File: config.mk
export PLATFORM = sky130hd
export DESIGN_NAME = data_bus_arbiter_flat
export DESIGN_NICKNAME = d
export VERILOG_FILES = /design/src/rtl/data_bus_arbiter_if.sv /design/src/rtl/data_bus_arbiter.sv /design/src/flat_wrapper.sv
export SDC_FILE = /design/constraint.sdc
export NUM_CORES = 1
export LEC_CHECK = 0
export BUFFER_PORTS_ARGS = -buffer_cell sky130_fd_sc_hd__buf_2
export CORE_ASPECT_RATIO = 1.2
export CORE_MARGIN = 3
export CORE_UTILIZATION = 30
export DETAILED_ROUTE_END_ITERATION = 10
export GPL_ROUTABILITY_DRIVEN = 0
export PLACE_DENSITY = 0.56
export SYNTH_ARGS = -nofsm -noshare
export SYNTH_HDL_FRONTEND = slang
export SYNTH_SLANG_ARGS = --single-unit
export TNS_END_PERCENT = 30
File: constraint.sdc
create_clock -name clk -period 3.01 [get_ports clk]
set_input_delay 0.602 -clock clk [delete_from_list [all_inputs] [get_ports clk]]
set_output_delay 0.602 -clock clk [all_outputs]
set_load 0.01 [all_outputs]
File: src/rtl/data_bus_arbiter_if.sv
// Bundle of the two master request ports and the shared slave bus.
// slave  : the arbiter's view (takes requests and read data, drives acks and the bus).
// master : the environment's view (drives requests and slave read data).
interface data_bus_arbiter_if #(
    parameter int ADDR_W = 32,
    parameter int DATA_W = 32
);
    // master 0 (CPU load/store path)
    logic              m0_req;
    logic              m0_we;
    logic [ADDR_W-1:0] m0_addr;
    logic [DATA_W-1:0] m0_wdata;
    logic [2:0]        m0_strb;
    logic [DATA_W-1:0] m0_rdata;
    logic              m0_ack;

    // master 1 (debug / program loader)
    logic              m1_req;
    logic              m1_we;
    logic [ADDR_W-1:0] m1_addr;
    logic [DATA_W-1:0] m1_wdata;
    logic [2:0]        m1_strb;
    logic [DATA_W-1:0] m1_rdata;
    logic              m1_ack;

    // shared slave bus
    logic              busEn;
    logic              busWe;
    logic [ADDR_W-1:0] busAddr;
    logic [DATA_W-1:0] busWData;
    logic [2:0]        busStrb;
    logic [DATA_W-1:0] busRData;
    logic              grant;

    modport slave (
        input  m0_req, m0_we, m0_addr, m0_wdata, m0_strb,
        output m0_rdata, m0_ack,
        input  m1_req, m1_we, m1_addr, m1_wdata, m1_strb,
        output m1_rdata, m1_ack,
        output busEn, busWe, busAddr, busWData, busStrb, grant,
        input  busRData
    );

    modport master (
        output m0_req, m0_we, m0_addr, m0_wdata, m0_strb,
        input  m0_rdata, m0_ack,
        output m1_req, m1_we, m1_addr, m1_wdata, m1_strb,
        input  m1_rdata, m1_ack,
        input  busEn, busWe, busAddr, busWData, busStrb, grant,
        output busRData
    );
endinterface

File: src/rtl/data_bus_arbiter.sv
// Two-master round-robin arbiter for the shared data-RAM/peripheral bus.
// One transaction at a time: IDLE -> ACCESS (WAIT_CYCLES+1 cycles) -> RESP (one-cycle ack).
// Every output is a flop; the bus-side output registers double as the payload latched at grant.
module data_bus_arbiter #(
    parameter int ADDR_W      = 32,
    parameter int DATA_W      = 32,
    parameter int WAIT_CYCLES = 1     // legal range 0..15
) (
    input  logic              clk,
    input  logic              reset,  // synchronous, active-low
    data_bus_arbiter_if.slave bus
);

    typedef enum logic [1:0] {
        ST_IDLE   = 2'd0,
        ST_ACCESS = 2'd1,
        ST_RESP   = 2'd2
    } state_t;

    localparam logic [3:0] WAIT_INIT = 4'(WAIT_CYCLES);

    // control state
    state_t            state_r;
    logic              owner_r;
    logic              last_grant_r;
    logic [3:0]        wait_cnt_r;

    // registered outputs; bus_* hold the latched payload for the whole ACCESS phase
    logic              bus_en_r;
    logic              bus_we_r;
    logic [ADDR_W-1:0] bus_addr_r;
    logic [DATA_W-1:0] bus_wdata_r;
    logic [2:0]        bus_strb_r;
    logic              grant_r;
    logic              m0_ack_r;
    logic              m1_ack_r;
    logic [DATA_W-1:0] m0_rdata_r;   // per-master copy of the captured read data
    logic [DATA_W-1:0] m1_rdata_r;

    // arbitration result and the winner's payload
    logic              any_req_s;
    logic              winner_s;
    logic              win_we_s;
    logic [ADDR_W-1:0] win_addr_s;
    logic [DATA_W-1:0] win_wdata_s;
    logic [2:0]        win_strb_s;

    // Round-robin pick: a lone requester wins, a tie goes to whoever was not served last.
    always_comb begin
        any_req_s = bus.m0_req | bus.m1_req;
        if (bus.m0_req && bus.m1_req) begin
            winner_s = ~last_grant_r;
        end else if (bus.m1_req) begin
            winner_s = 1'b1;
        end else begin
            winner_s = 1'b0;
        end

        if (winner_s) begin
            win_we_s    = bus.m1_we;
            win_addr_s  = bus.m1_addr;
            win_wdata_s = bus.m1_wdata;
            win_strb_s  = bus.m1_strb;
        end else begin
            win_we_s    = bus.m0_we;
            win_addr_s  = bus.m0_addr;
            win_wdata_s = bus.m0_wdata;
            win_strb_s  = bus.m0_strb;
        end
    end

    // Transaction FSM with all outputs registered alongside the state transitions.
    always_ff @(posedge clk) begin
        if (!reset) begin
            state_r      <= ST_IDLE;
            owner_r      <= 1'b0;
            last_grant_r <= 1'b1;           // makes m0 win the first tie
            wait_cnt_r   <= 4'd0;
            bus_en_r     <= 1'b0;
            bus_we_r     <= 1'b0;
            bus_addr_r   <= {ADDR_W{1'b0}};
            bus_wdata_r  <= {DATA_W{1'b0}};
            bus_strb_r   <= 3'd0;
            grant_r      <= 1'b0;
            m0_ack_r     <= 1'b0;
            m1_ack_r     <= 1'b0;
            m0_rdata_r   <= {DATA_W{1'b0}};
            m1_rdata_r   <= {DATA_W{1'b0}};
        end else begin
            case (state_r)
                ST_IDLE: begin
                    m0_ack_r   <= 1'b0;
                    m1_ack_r   <= 1'b0;
                    m0_rdata_r <= {DATA_W{1'b0}};
                    m1_rdata_r <= {DATA_W{1'b0}};
                    if (any_req_s) begin
                        // Payload is captured here; later req/payload changes are ignored.
                        state_r      <= ST_ACCESS;
                        owner_r      <= winner_s;
                        last_grant_r <= winner_s;
                        wait_cnt_r   <= WAIT_INIT;
                        grant_r      <= winner_s;
                        bus_en_r     <= 1'b1;
                        bus_we_r     <= win_we_s;
                        bus_addr_r   <= win_addr_s;
                        bus_wdata_r  <= win_wdata_s;
                        bus_strb_r   <= win_strb_s;
                    end else begin
                        state_r      <= ST_IDLE;
                        grant_r      <= 1'b0;
                        bus_en_r     <= 1'b0;
                        bus_we_r     <= 1'b0;
                    end
                end

                ST_ACCESS: begin
                    if (wait_cnt_r != 4'd0) begin
                        wait_cnt_r <= wait_cnt_r - 4'd1;
                    end else begin
                        // Last access cycle: slave read data is valid now.
                        state_r     <= ST_RESP;
                        bus_en_r    <= 1'b0;
                        bus_we_r    <= 1'b0;
                        bus_addr_r  <= {ADDR_W{1'b0}};
                        bus_wdata_r <= {DATA_W{1'b0}};
                        bus_strb_r  <= 3'd0;
                        if (owner_r) begin
                            m1_ack_r   <= 1'b1;
                            m1_rdata_r <= bus_we_r ? {DATA_W{1'b0}} : bus.busRData;
                        end else begin
                            m0_ack_r   <= 1'b1;
                            m0_rdata_r <= bus_we_r ? {DATA_W{1'b0}} : bus.busRData;
                        end
                    end
                end

                ST_RESP: begin
                    // One-cycle ack is over; always return to IDLE for at least one cycle.
                    state_r    <= ST_IDLE;
                    grant_r    <= 1'b0;
                    m0_ack_r   <= 1'b0;
                    m1_ack_r   <= 1'b0;
                    m0_rdata_r <= {DATA_W{1'b0}};
                    m1_rdata_r <= {DATA_W{1'b0}};
                end

                default: begin
                    state_r     <= ST_IDLE;
                    wait_cnt_r  <= 4'd0;
                    grant_r     <= 1'b0;
                    bus_en_r    <= 1'b0;
                    bus_we_r    <= 1'b0;
                    bus_addr_r  <= {ADDR_W{1'b0}};
                    bus_wdata_r <= {DATA_W{1'b0}};
                    bus_strb_r  <= 3'd0;
                    m0_ack_r    <= 1'b0;
                    m1_ack_r    <= 1'b0;
                    m0_rdata_r  <= {DATA_W{1'b0}};
                    m1_rdata_r  <= {DATA_W{1'b0}};
                end
            endcase
        end
    end

    assign bus.busEn    = bus_en_r;
    assign bus.busWe    = bus_we_r;
    assign bus.busAddr  = bus_addr_r;
    assign bus.busWData = bus_wdata_r;
    assign bus.busStrb  = bus_strb_r;
    assign bus.grant    = grant_r;
    assign bus.m0_ack   = m0_ack_r;
    assign bus.m1_ack   = m1_ack_r;
    assign bus.m0_rdata = m0_rdata_r;
    assign bus.m1_rdata = m1_rdata_r;

endmodule

File: src/flat_wrapper.sv
// flat-port wrapper written by rule: the top's interface ports become plain ports
module data_bus_arbiter_flat 
#(
    parameter int ADDR_W      = 32,
    parameter int DATA_W      = 32,
    parameter int WAIT_CYCLES = 1                         
)
  (clk, reset, bus_m0_req, bus_m0_we, bus_m0_addr, bus_m0_wdata, bus_m0_strb, bus_m0_rdata, bus_m0_ack, bus_m1_req, bus_m1_we, bus_m1_addr, bus_m1_wdata, bus_m1_strb, bus_m1_rdata, bus_m1_ack, bus_busEn, bus_busWe, bus_busAddr, bus_busWData, bus_busStrb, bus_grant, bus_busRData);
  data_bus_arbiter_if #(.ADDR_W(ADDR_W), .DATA_W(DATA_W)) bus_i ();
  input  logic clk;
  input  logic reset;
  input wire logic [$bits(bus_i.m0_req)-1:0] bus_m0_req;
  input wire logic [$bits(bus_i.m0_we)-1:0] bus_m0_we;
  input wire logic [$bits(bus_i.m0_addr)-1:0] bus_m0_addr;
  input wire logic [$bits(bus_i.m0_wdata)-1:0] bus_m0_wdata;
  input wire logic [$bits(bus_i.m0_strb)-1:0] bus_m0_strb;
  output wire logic [$bits(bus_i.m0_rdata)-1:0] bus_m0_rdata;
  output wire logic [$bits(bus_i.m0_ack)-1:0] bus_m0_ack;
  input wire logic [$bits(bus_i.m1_req)-1:0] bus_m1_req;
  input wire logic [$bits(bus_i.m1_we)-1:0] bus_m1_we;
  input wire logic [$bits(bus_i.m1_addr)-1:0] bus_m1_addr;
  input wire logic [$bits(bus_i.m1_wdata)-1:0] bus_m1_wdata;
  input wire logic [$bits(bus_i.m1_strb)-1:0] bus_m1_strb;
  output wire logic [$bits(bus_i.m1_rdata)-1:0] bus_m1_rdata;
  output wire logic [$bits(bus_i.m1_ack)-1:0] bus_m1_ack;
  output wire logic [$bits(bus_i.busEn)-1:0] bus_busEn;
  output wire logic [$bits(bus_i.busWe)-1:0] bus_busWe;
  output wire logic [$bits(bus_i.busAddr)-1:0] bus_busAddr;
  output wire logic [$bits(bus_i.busWData)-1:0] bus_busWData;
  output wire logic [$bits(bus_i.busStrb)-1:0] bus_busStrb;
  output wire logic [$bits(bus_i.grant)-1:0] bus_grant;
  input wire logic [$bits(bus_i.busRData)-1:0] bus_busRData;
  assign bus_i.m0_req = bus_m0_req;
  assign bus_i.m0_we = bus_m0_we;
  assign bus_i.m0_addr = bus_m0_addr;
  assign bus_i.m0_wdata = bus_m0_wdata;
  assign bus_i.m0_strb = bus_m0_strb;
  assign bus_m0_rdata = bus_i.m0_rdata;
  assign bus_m0_ack = bus_i.m0_ack;
  assign bus_i.m1_req = bus_m1_req;
  assign bus_i.m1_we = bus_m1_we;
  assign bus_i.m1_addr = bus_m1_addr;
  assign bus_i.m1_wdata = bus_m1_wdata;
  assign bus_i.m1_strb = bus_m1_strb;
  assign bus_m1_rdata = bus_i.m1_rdata;
  assign bus_m1_ack = bus_i.m1_ack;
  assign bus_busEn = bus_i.busEn;
  assign bus_busWe = bus_i.busWe;
  assign bus_busAddr = bus_i.busAddr;
  assign bus_busWData = bus_i.busWData;
  assign bus_busStrb = bus_i.busStrb;
  assign bus_grant = bus_i.grant;
  assign bus_i.busRData = bus_busRData;
  data_bus_arbiter #(.ADDR_W(ADDR_W), .DATA_W(DATA_W), .WAIT_CYCLES(WAIT_CYCLES)) u_core (.clk(clk), .reset(reset), .bus(bus_i));
endmodule
==> results of run 1 <==
==> synth_stat cells (2+ instances only) <==
library cell	n
a21oi_1	69
clkbuf_1	54
buf_6	7
buf_2	8
dfxtp_1	144
nor2_1	9
nor2b_1	34
inv_1	4
o22ai_1	70
nand3_1	2
ha_1	2
nand2_1	201
o21ai_0	3
and2_1	2
a32o_1	2
mux2i_1	2
a32oi_1	67
nand2b_1	3
buf_1	2
==> worst min-delay path: cells and delay by family (launching register included) <==
family          cells  cell delay [ns]
flops               1             0.31
simple gates        1             0.05
compound gates      1             0.05
==> area by class of cell <==
cell class,instances,area (sq um)
multi-input combinational,485,2710
inverter,4,15.0
sequential,144,2880
timing repair buffer,321,1690
clock buffer,17,425
tap,256,320
clock inverter,14,206
fill,1980,10800
==> state kept, by name, indices dropped and copies added, names as in the netlist <==
signal / cells
u_core.bus.grant: 1
u_core.bus.busWData: 32
u_core.wait_cnt_r: 4
u_core.last_grant_r: 1
u_core.bus.busWe: 1
u_core.bus.m0_ack: 1
u_core.bus.busEn: 1
u_core.bus.m1_rdata: 32
u_core.bus.m1_ack: 1
u_core.state_r: 2
u_core.owner_r: 1
u_core.bus.m0_rdata: 32
u_core.bus.busAddr: 32
u_core.bus.busStrb: 3
==> worst max-delay path by stage <==
stage | startpoint | to | slack (ns) | cells after the start
final | u_core.wait_cnt_r[0] | u_core.bus.busAddr[6] | 0.93 | 6
after detailed placement | bus_m0_req | u_core.wait_cnt_r[1] | 0.96 | 5
after global placement | bus_m0_req | u_core.wait_cnt_r[1] | 0.98 | 5
after global routing | u_core.wait_cnt_r[0] | u_core.bus.busAddr[6] | 0.78 | 6
after floorplan | u_core.wait_cnt_r[0] | u_core.bus.busWData[10] | 1.26 | 8
after CTS | u_core.wait_cnt_r[0] | u_core.bus.m0_rdata[15] | 0.94 | 5
==> power groups by stage <==
stage	logic [uW]	clock network (uW)	registers, uW
global placement	1880	0	2340
floorplan	1180	0	2420
global route	2070	2410	2340
detailed placement	1880	0	2340
finish	1870	2270	2310
CTS	1890	2320	2310
==> metrics by stage <==
| step | setup WS (ns) | instance area, sq um | hold WS, ns | total power (uW) | utilization (%) |
|---|---|---|---|---|---|
| final | 0.932 | 8250 | 0.450 | 6440 | 43.3 |
| after global routing | 0.782 | 8250 | 0.468 | 6810 | 43.3 |
| after CTS | 0.937 | 8250 | 0.452 | 6520 | 43.3 |
| after detailed placement | 0.963 | 7620 | 0.443 | 4220 | 40.0 |
| after global placement | 0.980 | 7620 | 0.440 | 4220 | 40.0 |
| after floorplan | 1.26 | 5890 | 0.480 | 3600 | - |
==> routing by layer <==
| layer | vias up | track usage [%] | wire length [microns] |
|---|---|---|---|
| li1 | 3056 | - | - |
| met5 | - | 0 | 27 |
| met1 | 2877 | 22.2 | 8390 |
| met4 | 4 | 5.19 | 265 |
| met2 | 248 | 29.9 | 9430 |
| met3 | 22 | 6.10 | 1780 |
==> cell families (layout without fill, tap and decap cells) <==
| logic type | after synthesis | after routing | share of synthesized area, % |
|---|---|---|---|
| multiplexers | 2 | 2 | 0.340 |
| flip-flops | 144 | 144 | 48.9 |
| AND/OR/NAND/NOR | 262 | 262 | 19.3 |
| adder cells (fa/ha/maj) | 2 | 2 | 0.425 |
| buffers and inverters | 75 | 356 | 5.84 |
| AO/OA/AOI/OAI | 219 | 219 | 25.1 |
==> impl_results.md, run 1 <==
* Pin count of the biggest net entering global routing at slightly above 70
* Setup crit end kind: flip-flop
* Final routed DRC violation total at 0
* # H-tree levels at 4
* Most common cell after layout, fill and taps aside: buf_2
* Async SR Flop Fraction at 0%
* RSZ-0062 raised after global routing: false
* Die height at about 160 microns
* Slowest CP cell: or3b_1
* Tmin final at 2.08 ns
* Syn nets at roughly 880
* Logic gate share of total power at 29.0%
* Vias at around 6,200
* Non-Filler Instances at between 1,000 and 1,500
* Flops & latches, synth at approximately 140
* Clk pwr share at between 30% and 40%
* Power per cell area at around 780 mW/mm^2
* Core Rows at 55
* R2r setup slk at 0.93 ns
* Routed vias/inst at roughly 5
* First-pass GRT wire length at around 31,000 microns
* Port bufs at approximately 310
* Critical Path Source Type: flip-flop
* # resized after CTS at 0
* Largest delay share family, worst path: simple AND/OR/NAND/NOR gates
* Biggest area consumer among synthesized cells: dfxtp_1
* Number of synthesized flops with an enable pin at 0
* Dpl cells at around 1,200
* Post-CTS Repair Setup Buffers at 0
* Syn Inst Count at approximately 700
* Hold Path Depth at 2
* Fin. max-slew vios at 0
* Clock transition at path regs at about 0.06 ns
* Max_cap viols at 0
* Final WL at approximately 20,000 microns
* Reg-to-Reg End: u_core.bus.busAddr[6]
* Area contributors post-synth: dfxtp_1 (49%), nand2_1 (13%), a32oi_1 (10%)
* Reg2reg path depth at 6
* Max clock buf depth at 2
* Die width at between 100 and 150 microns
* Detailed Place HPWL at 13,600 microns
* Avg WL per Cell at ~16 microns
* Synth-to-layout area growth at 40.0%
* Seq/Total Area, Yosys at 48.9%
* Worst Skew at 0.00865 ns
* 1st-pass router iterations at 4
* Antenna violations before repair at 2
* Gr usage total at 18.0%
* DRT antenna net count at 0
* Peak supply drop at between 400 and 500 uV
* Final hold viol count at 0
* Nets at about 1,100
* Die area at 0.0214 sq mm
* Via count of the first global-routing pass at approximately 5,900
* Core area at 0.0191 sq mm
* Slew HR at just under 50%
* Total negative slack at 0 ns
* Min-Delay Endpoint: u_core.bus.m1_rdata[7]
* Setup violators final at 0
* CTS Hold Bufs at 0
* Synthesized area per cell at about 8.4 sq um
* TritonCTS clock tree: built
* Synth Cell Area at between 0.005 and 0.006 sq mm
* Cts bufs inserted at 17
* Diodes inserted at 0
* Sw Ratio at about 34%
* Reg-to-reg critical path startpoint: u_core.wait_cnt_r[0]
* Max Freq at around 0.48 GHz
* Synth cell types at 38
* Main flop type after synthesis: dfxtp_1
* Share of the synthesized area in the top cell type at approximately half
* Clock Latency Late Sink at 0.41 ns
* Slew @ Worst Pin at between 0.7 and 0.8 ns
* Io pins at 308
* CP required at about 3.3 ns
* P_int at ~4200 uW
* Period utilisation layout at 69.0%
* Grt total ovfl at 0
* Fraction of layout cells with a size suffix above 1 at between 30 and 40%
* Crit path max fanout at 67
* Clk sinks at around 140
* Lkg Pwr at approximately 0.0036 uW
* Hold path start: u_core.bus.m1_rdata[7]
* Crit-path cells: inv_1, ha_1, or3b_1, a22oi_4, buf_12, o22ai_1
* CTS root buffer: clkbuf_16
* Switching power total at about 2200 uW
* WP data arrival at 2.36 ns
* Most frequent cells in the layout: buf_2 (307), nand2_1 (199), dfxtp_1 (144)
* CP Class: flip-flop to flip-flop
* Min-Delay Path Class: flip-flop to flip-flop
* Initial core utilization at 30.9%
* Sequential share of power at between 30% and 40%
* Crit path buf inv count at 2
* Starting DRT DRC Count at just over 300
* Yosys warning count at 0
* Status: completed
* Crit path largest cell delay at roughly 0.54 ns
No activity file was read; power rests on OpenSTA's default activity.
==> inputs of run 2 (changes only) <==
PLACE_DENSITY = 0.58   (was 0.56)
clock period = 1.9 ns   (was 3.01 ns; I/O delays follow)
==> impl_results.md, run 2 (same netlist as run 1, synthesis figures left out) <==
* Setup crit end kind: flip-flop
* Final WL at 20,100 microns (+1.1%)
* Grt total ovfl at 0 (unchanged)
* Status: completed
* Met2 wire len at 9590 microns (+1.6%)
* Top Layer Used: met5
* Max clock buf depth at 2 (unchanged)
* Setup violators final at 0 (unchanged)
* Crit-path cells: inv_1, ha_1, or3b_1, a22oi_4, buf_12, o22ai_1
* Tmin final at 1.78 ns (-0.300 ns)
* Reg-to-reg critical path startpoint: u_core.wait_cnt_r[1]
* TritonCTS clock tree: built
* Slew @ Worst Pin at 0.352 ns (-0.411 ns)
* Routed vias/inst at 4.95 (-1.0%)
* Die area at 0.0214 sq mm (unchanged)
* Cts bufs inserted at 17 (unchanged)
* Met1 WL at 8490 microns (+1.2%)
* Crit path largest cell delay at 0.42 ns (-0.12 ns)
* CTS root buffer: clkbuf_16
* Setup crit start: u_core.wait_cnt_r[1]
* Via count of the first global-routing pass at 5,959 (+0.56%)
* Die height at 160 microns (unchanged)
* Final hold viol count at 0 (unchanged)
* Final Cell Area at 0.00839 sq mm (+1.6%)
* # H-tree levels at 4 (unchanged)
* Port bufs at 307 (unchanged)
* Pin count of the biggest net entering global routing at 68 (-4.2%)
* Starting DRT DRC Count at 270 (-13%)
* First-pass GRT wire length at 31,400 microns (+0.22%)
* Core Util, Final at 44.0% (+0.71 points)
* Total negative slack at 0 ns (unchanged)
* Sw Ratio at 35.1% (+0.83 points)
* Most common cell after layout, fill and taps aside: buf_2
* Worst Skew at 0.00752 ns (-0.00113 ns)
* Period utilisation layout at 93.6% (+25 points)
* WP data arrival at 2.07 ns (-0.29 ns)
* Core Rows at 55 (unchanged)
* Post-CTS Repair Setup Buffers at 0 (unchanged)
* Clk pwr share at 31.8% (-3.4 points)
* Lkg Pwr at 0.00364 uW (+1.7%)
* Initial core utilization at 30.9% (unchanged)
* Antenna violations before repair at 2 (unchanged)
* Clk sinks at 144 (unchanged)
* RSZ-0062 raised after global routing: false
* Min-Delay Path Class: primary input to flip-flop
* Power per cell area at 1210 mW/mm^2 (+55%)
* Switching power total at 3570 uW (+62%)
* Sequential share of power at 35.8% (about the same)
* Slowest CP cell: or3b_1
* Final routed DRC violation total at 0 (unchanged)
* Slew HR at 76.5% (+27 points)
* CP required at 2.19 ns (-1.10 ns)
* Peak supply drop at 633 uV (+55%)
* WL met3 at 1620 microns (-9.1%)
* Most frequent cells in the layout: buf_2 (307), nand2_1 (199), dfxtp_1 (144)
* DRT antenna net count at 0 (unchanged)
* Max_cap viols at 0 (unchanged)
* Largest delay share family, worst path: simple AND/OR/NAND/NOR gates
* CP Class: flip-flop to flip-flop
* Fin. max-slew vios at 0 (unchanged)
* Synth-to-layout area growth at 42.3%
* CTS Hold Bufs at 0 (unchanged)
* Detailed Place HPWL at 14,100 microns (+3.9%)
* Crit path max fanout at 38 (-43%)
* Diodes inserted at 0 (unchanged)
* Fraction of layout cells with a size suffix above 1 at 37.3% (+0.64 points)
* Die width at 134 microns (unchanged)
* Critical Path Source Type: flip-flop
* Logic gate share of total power at 32.4% (+3.4 points)
* Max Freq at 0.562 GHz (+17%)
* Nets at 1,157 (+0.87%)
* Crit path buf inv count at 2 (unchanged)
* P_int at 6590 uW (+56%)
* Placed inst area at 0.00782 sq mm (+2.6%)
* Gr usage total at 18.1% (+0.13 points)
* Clock transition at path regs at 0.07 ns (about the same)
* Io pins at 308 (unchanged)
* Vias at 6,193 (-0.23%)
* Avg WL per Cell at 16.1 microns (+0.32%)
* Hold path start: bus_m1_addr[19]
* 1st-pass router iterations at 6 (+2)
* Clock Latency Late Sink at 0.42 ns (about the same)
* Core area at 0.0191 sq mm (unchanged)
* # resized after CTS at 0 (unchanged)
## run 2: cell types whose count changed in the layout (fill, tap and decap cells not counted)
cell	change
bufinv_16	-3
buf_12	+10
clkbuf_8	+1
inv_8	-2
inv_6	+3
clkinvlp_4	+1
## run 2: cell type report
class	count	area, sq um
Multi-Input combinational cell	485	2710
Timing Repair Buffer	331	1890
Clock inverter	13	128
Clock buffer	18	439
Inverter	4	15.0
Sequential cell	144	2880
Fill cell	1984	10700
Tap cell	256	320
## run 2: tightest hold or removal path, delay by kind of cell
family / cells / cell delay (ns)
AOI/OAI and AO/OA: 2 / 0.17
buffers and inverters: 1 / 0.08
## run 2: power groups by stage
stage                     Clock, uW  Combinational (uW)  Sequential [uW]
after CTS                      3340                3340             3630
after global routing           3440                3630             3680
after detailed placement          0                3340             3690
final                          3230                3300             3640
after floorplan                   0                1870             3830
after global placement            0                3320             3690
## run 2: worst paths after layout
check,end,slack (ns),cells after the start
min,u_core.bus.busAddr[19],0.25,3
max,u_core.bus.busStrb[1],0.12,6
min reg2reg,u_core.bus.m0_rdata[25],0.45,2
max reg2reg,u_core.bus.busStrb[1],0.12,6
## run 2: per-layer routing
layer	vias up	GRT usage, %
met1	2827	22.2
li1	3082	-
met5	-	0
met3	28	5.56
met4	4	6.50
met2	252	30.0
## run 2: metrics by stage
step | worst slack, ns | total power, uW | hold WS, ns | instances
2_1_floorplan | 0.153 | 5700 | 0.480 | 704
3_3_place_gp | 0.152 | 7010 | 0.439 | 1220
3_5_place_dp | 0.122 | 7030 | 0.444 | 1220
4_1_cts | 0.113 | 10300 | 0.233 | 1251
5_1_grt | 0.0117 | 10800 | 0.251 | 1251
6_report | 0.122 | 10200 | 0.255 | 1251
